===== src/rtl/dmem_arbiter.sv =====
// dmem_arbiter: shares one 256x8 data memory (combinational read, write on
// rising CLK) between the core load/store port (C) and a host/debug port (H).
// Policy: the core has priority, the host is starved for at most STARVE_MAX
// consecutive core grants, and the host has priority while the core is halted.
// Optional host lock: define DMEM_ARB_LOCK_EN to enable the HLOCK state and its
// 255-cycle watchdog. Without it, h_lock is ignored.
//
// Handshake: a requester raises req with we/addr/wdata and holds them stable
// until gnt is seen high in the same cycle. The access happens in the gnt cycle
// (writes commit on that CLK edge). Dropping req before gnt cancels the access.
// A granted read returns rdata with rvalid high for exactly the next cycle.
// rdata then holds until the next read response on that port.
module dmem_arbiter #(
    parameter int AW         = 8,
    parameter int DW         = 8,
    parameter int STARVE_MAX = 4
) (
    input  logic          CLK,
    input  logic          start,
    input  logic          core_halt,
    input  logic          c_req,
    input  logic          c_we,
    input  logic [AW-1:0] c_addr,
    input  logic [DW-1:0] c_wdata,
    output logic          c_gnt,
    output logic          c_rvalid,
    output logic [DW-1:0] c_rdata,
    input  logic          h_req,
    input  logic          h_we,
    input  logic [AW-1:0] h_addr,
    input  logic [DW-1:0] h_wdata,
    input  logic          h_lock,
    output logic          h_gnt,
    output logic          h_rvalid,
    output logic [DW-1:0] h_rdata,
    output logic [AW-1:0] mem_addr,
    output logic          mem_we,
    output logic [DW-1:0] mem_wdata,
    input  logic [DW-1:0] mem_rdata,
    output logic [1:0]    dbg_state_o
);

    typedef enum logic [1:0] {
        ST_ARB    = 2'd0,
        ST_HALTED = 2'd1
`ifdef DMEM_ARB_LOCK_EN
        ,
        ST_HLOCK  = 2'd2
`endif
    } state_t;

    localparam logic [3:0] STARVE_LIM = 4'(STARVE_MAX);

    state_t        state_q, state_d;
    logic [3:0]    starve_q, starve_d;
    logic [AW-1:0] mem_addr_q;
    logic [DW-1:0] mem_wdata_q;
    logic          c_rvalid_q, h_rvalid_q;
    logic [DW-1:0] c_rdata_q, h_rdata_q;

`ifdef DMEM_ARB_LOCK_EN
    // Index of the last permitted HLOCK cycle (count starts at 0 on the first).
    localparam logic [7:0] LOCK_LAST = 8'd254;
    logic [7:0] lock_cnt_q, lock_cnt_d;
`else
    logic unused_lock;
    assign unused_lock = h_lock;
`endif

    // Grant decision from current requests and registered state.
    always_comb begin
        c_gnt = 1'b0;
        h_gnt = 1'b0;
        if (!start) begin
            case (state_q)
                ST_ARB: begin
                    if (c_req && h_req) begin
                        if (starve_q == STARVE_LIM) h_gnt = 1'b1;
                        else                        c_gnt = 1'b1;
                    end else begin
                        c_gnt = c_req;
                        h_gnt = h_req;
                    end
                end
                ST_HALTED: begin
                    h_gnt = h_req;
                    c_gnt = c_req && !h_req;
                end
`ifdef DMEM_ARB_LOCK_EN
                ST_HLOCK: begin
                    h_gnt = h_req;
                end
`endif
                default: ;
            endcase
        end
    end

    // Memory port mux; address and write data hold their last value when idle.
    always_comb begin
        mem_we    = 1'b0;
        mem_addr  = mem_addr_q;
        mem_wdata = mem_wdata_q;
        if (start) begin
            mem_addr  = '0;
            mem_wdata = '0;
        end else if (c_gnt) begin
            mem_we    = c_we;
            mem_addr  = c_addr;
            mem_wdata = c_wdata;
        end else if (h_gnt) begin
            mem_we    = h_we;
            mem_addr  = h_addr;
            mem_wdata = h_wdata;
        end
    end

    // Next state, starvation counter and lock watchdog.
    always_comb begin
        state_d  = state_q;
        starve_d = starve_q;
`ifdef DMEM_ARB_LOCK_EN
        lock_cnt_d = lock_cnt_q;
`endif
        case (state_q)
            ST_ARB: begin
                if (h_gnt || !h_req)                      starve_d = 4'd0;
                else if (c_gnt && starve_q != STARVE_LIM) starve_d = starve_q + 4'd1;
                if (core_halt) state_d = ST_HALTED;
`ifdef DMEM_ARB_LOCK_EN
                if (h_gnt && h_lock) begin
                    state_d    = ST_HLOCK;
                    lock_cnt_d = 8'd0;
                end
`endif
            end
            ST_HALTED: begin
                starve_d = 4'd0;
                if (!core_halt) state_d = ST_ARB;
`ifdef DMEM_ARB_LOCK_EN
                if (h_gnt && h_lock) begin
                    state_d    = ST_HLOCK;
                    lock_cnt_d = 8'd0;
                end
`endif
            end
`ifdef DMEM_ARB_LOCK_EN
            ST_HLOCK: begin
                starve_d   = 4'd0;
                lock_cnt_d = lock_cnt_q + 8'd1;
                if (!h_lock || lock_cnt_q == LOCK_LAST)
                    state_d = core_halt ? ST_HALTED : ST_ARB;
            end
`endif
            default: state_d = ST_ARB;
        endcase
    end

    // State registers; reset dominates everything including pending responses.
    always_ff @(posedge CLK) begin
        if (start) begin
            state_q     <= ST_ARB;
            starve_q    <= 4'd0;
            mem_addr_q  <= '0;
            mem_wdata_q <= '0;
        end else begin
            state_q     <= state_d;
            starve_q    <= starve_d;
            mem_addr_q  <= mem_addr;
            mem_wdata_q <= mem_wdata;
        end
    end

`ifdef DMEM_ARB_LOCK_EN
    // Lock watchdog register.
    always_ff @(posedge CLK) begin
        if (start) lock_cnt_q <= 8'd0;
        else       lock_cnt_q <= lock_cnt_d;
    end
`endif

    // Read responses: capture memory data on a read grant, valid next cycle.
    always_ff @(posedge CLK) begin
        if (start) begin
            c_rvalid_q <= 1'b0;
            h_rvalid_q <= 1'b0;
            c_rdata_q  <= '0;
            h_rdata_q  <= '0;
        end else begin
            c_rvalid_q <= c_gnt && !c_we;
            h_rvalid_q <= h_gnt && !h_we;
            if (c_gnt && !c_we) c_rdata_q <= mem_rdata;
            if (h_gnt && !h_we) h_rdata_q <= mem_rdata;
        end
    end

    assign c_rvalid    = c_rvalid_q;
    assign h_rvalid    = h_rvalid_q;
    assign c_rdata     = c_rdata_q;
    assign h_rdata     = h_rdata_q;
    assign dbg_state_o = state_q;

endmodule


===== config.mk =====
export PLATFORM = sky130hd
export DESIGN_NAME = dmem_arbiter
export DESIGN_NICKNAME = d
export VERILOG_FILES = /design/src/rtl/dmem_arbiter.sv
export SDC_FILE = /design/constraint.sdc
export NUM_CORES = 1
export LEC_CHECK = 0
export ABC_AREA = 1
export CORE_ASPECT_RATIO = 0.75
export CORE_UTILIZATION = 44
export DETAILED_ROUTE_END_ITERATION = 8
export PLACE_DENSITY = 0.81
export SETUP_SLACK_MARGIN = 0.02
export SYNTH_ARGS = -nofsm -noshare
export SYNTH_HDL_FRONTEND = slang
export SYNTH_SLANG_ARGS = --single-unit

===== constraint.sdc =====
create_clock -name CLK -period 2.2 [get_ports CLK]
set_input_delay 0.22 -clock CLK [delete_from_list [all_inputs] [get_ports CLK]]
set_output_delay 0.22 -clock CLK [all_outputs]
set_load 0.05 [all_outputs]

==> results.py <==
metrics = {
    "power": {
        "ir_worst_vdd_uv": 445,
        "p_leak_nw": 1.61,
        "powerDensity_nw_per_um2": 619,
    },
    "grt": {
        "grt_usage_pct": 24.4,
        "grt_max_degree": 18,
        "overflow": 0,
        "grt_antenna_before_repair": 0,
        "grt_pass1_vias": 1784,
        "grt_pass1_wl_mm": 8.52,
    },
    "timing": {
        "timing.setup.tns_ps": 0,
        "max_slew_margin_pct": 65.8,
        "fin_skew_ps": 3.05,
        "drv_slew": 0,
        "period_minus_slack_ps": 2130,
        "setup_viol": 0,
        "tightestPinTransition_ps": 511,
        "final_hold_viol_count": 0,
        "fmaxAchievable_mhz": 470,
        "finalCritPeriodShare_pct": 96.7,
    },
    "clock_tree": {
        "clk_latency_ps": 300,
        "cts_hold_buf": 0,
        "numCtsBuffers": 5,
        "cts_root_buf": "clkbuf_8",
        "clock_tree.buffer_depth": 2,
        "clk_pin_slew_ps": 70,
        "cts_tree": "done",
        "htree_num_levels": 2,
        "cts.sinks": 39,
    },
    "finish": {
        "antenna_cells": 0,
        "drive_gt1_share_pct": 25.5,
        "areaGrowthSynthToFinish_pct": 78.8,
        "final_area_um2": 3390,
        "nets": 421,
        "fin_util_pct": 82.7,
    },
    "routing": {
        "drt_iter0_drc": 116,
        "num_vias": 2064,
        "totalWireLength_mm": 6.16,
        "post_drt_wl_per_cell_um": 14.4,
        "first_pass_iters": 4,
        "ant_nets": 0,
        "route.detailed.drc": 0,
        "via_per_inst": 4.83,
    },
    "critical_path": {
        "crit_type": "reg2out",
        "worstPathArrival_ps": 1910,
        "critPathRequiredTime_ps": 1980,
        "startpoint_type": "register",
        "cp-end-kind": "output pin",
        "r2r.worst_path.cells": 10,
        "cp_max_fo": 5,
    },
    "synth": {
        "synth_cell_types": 23,
        "netlist_area_um2": 1900,
        "synth.avg_cell_area_um2": 7.03,
        "ys_seq_elements": 39,
        "synth-async-reset-ratio_pct": 0,
        "synth_edf_count": 0,
        "synth_nets": 320,
        "ys.flop_type": "dfxtp_1",
        "syn_inst": 270,
        "yosysWarnings": 0,
        "yosysSeqAreaShare_pct": 41.1,
    },
    "worst_hold_path": {
        "hold_path.class": "in2reg",
        "holdPathStages": 3,
    },
    "floorplanning": {
        "rows": 20,
        "die_w_um": 77.8,
        "die_area_um2": 4580,
        "start_util_pct": 46.2,
        "core_area_um2": 4100,
        "num_io_pins": 87,
        "die_h_um": 58.9,
    },
    "placement": {
        "routabilityCongestion": 0.800,
        "port_buffers": 84,
        "placed_cell_area_um2": 3010,
        "dpl.hpwl_mm": 3.74,
    },
    "run_status": {
        "status": "complete, no violations",
    },
    "flow_run": {
        "maxCapViolations": 0,
    },
}
worst paths after layout:
kind	start	end	slack (ps)
min	core_halt	dbg_state_o[0]	450
max	starve_q[1]	mem_addr[6]	70
max reg2reg	starve_q[1]	h_rdata[5]	350
min reg2reg	h_rdata[0]	h_rdata[0]	470
metal layers:
| metal | up-vias | GRT usage (%) | wire length (um) |
|---|---|---|---|
| li1 | 1045 | - | - |
| met1 | 929 | 32.8 | 2600 |
| met2 | 74 | 39.7 | 3130 |
| met3 | 16 | 4.19 | 300 |
| met4 | 0 | 9.43 | 131 |
| met5 | - | 0 | 0 |
synth_stat cells (2+ instances only):
cell	instances	share of area (%)
buf_2	3	0.79
buf_6	3	1.8
clkbuf_1	3	0.59
clkinv_1	2	0.40
dfxtp_1	39	41
ha_1	2	1.3
inv_1	34	6.7
inv_2	3	0.59
nand2_1	101	20
nand3_1	25	6.6
nand3_2	5	2.6
nand3b_1	16	6.3
nand4_1	12	4.0
nor2_1	13	2.6
critical path, cell delays in order (launching register included):
cell and delay (ps):
dfxtp_1 350, inv_1 80, ha_2 160, nand3_2 90, nand3_4 100, nand2_2 80, buf_8 140, nor2_8 110
buf_12 150, nand3_2 90, nand2_2 100, buf_12 140
timing repair:
item                       4_1_cts  5_1_grt
gates cloned                     1        1
pin swaps                        2        6
setup endpoints to repair       16       17
setup buffers                    3        5
hold endpoints to repair         0        0
resized for setup                4       43
state kept, by name, indices dropped and copies added (netlist names):
name / cells
c_rdata: 8
h_rdata: 8
mem_addr_q: 8
mem_wdata_q: 8
starve_q: 4
c_rvalid: 1
dbg_state_o: 1
h_rvalid: 1
report_power, final:
| part | total [W] | internal (W) | switching (W) |
|---|---|---|---|
| registers | 0.000773 | 0.000753 | 0.0000200 |
| clock network | 0.000618 | 0.000367 | 0.000251 |
| logic | 0.000710 | 0.000314 | 0.000396 |
stage by stage:
stage | setup slack, ps | instances | hold slack, ps | total power, W
floorplan | 191 | 270 | 327 | 0.00112
global placement | 105 | 409 | 453 | 0.00141
detailed placement | 51.0 | 409 | 459 | 0.00142
CTS | 33.1 | 421 | 452 | 0.00205
global route | -28.6 | 427 | 469 | 0.00219
finish | 72.2 | 427 | 447 | 0.00210
cell type report:
type / instances / area, um^2
clock buffers: 6 / 82.6
inverters: 39 / 151
repair buffers: 102 / 1190
flip-flops and latches: 39 / 785
fillers: 256 / 711
repair inverters: 1 / 6.26
clock inverters: 2 / 35.0
multi-input cells: 183 / 1070
well taps: 55 / 68.8
placed cells by master, fill, tap and decap left out, types with 2 or more instances in the layout:
cell | Yosys | final
nand2_1 | 101 | 84
clkdlybuf4s50_1 | 0 | 65
dfxtp_1 | 39 | 38
inv_1 | 34 | 33
buf_12 | 0 | 20
nand2_2 | 1 | 17
nand3b_1 | 16 | 16
nand3_2 | 5 | 15
buf_4 | 1 | 14
nor2_1 | 13 | 13
nand4_1 | 12 | 12
nand3_1 | 25 | 11
clkbuf_8 | 0 | 6
nand3_4 | 1 | 5
inv_2 | 3 | 3
nor2_4 | 1 | 2
clkinv_1 | 2 | 2
buf_6 | 3 | 2
cell families after synthesis:
family,synth area share (%)
compound gates,0.330
other cells,0.198
simple gates,45.3
flops,41.1
buf+inv,11.3
xor+xnor,0.462
fa+ha+maj,1.32
Note: power is estimated with default switching activity, not from simulation.
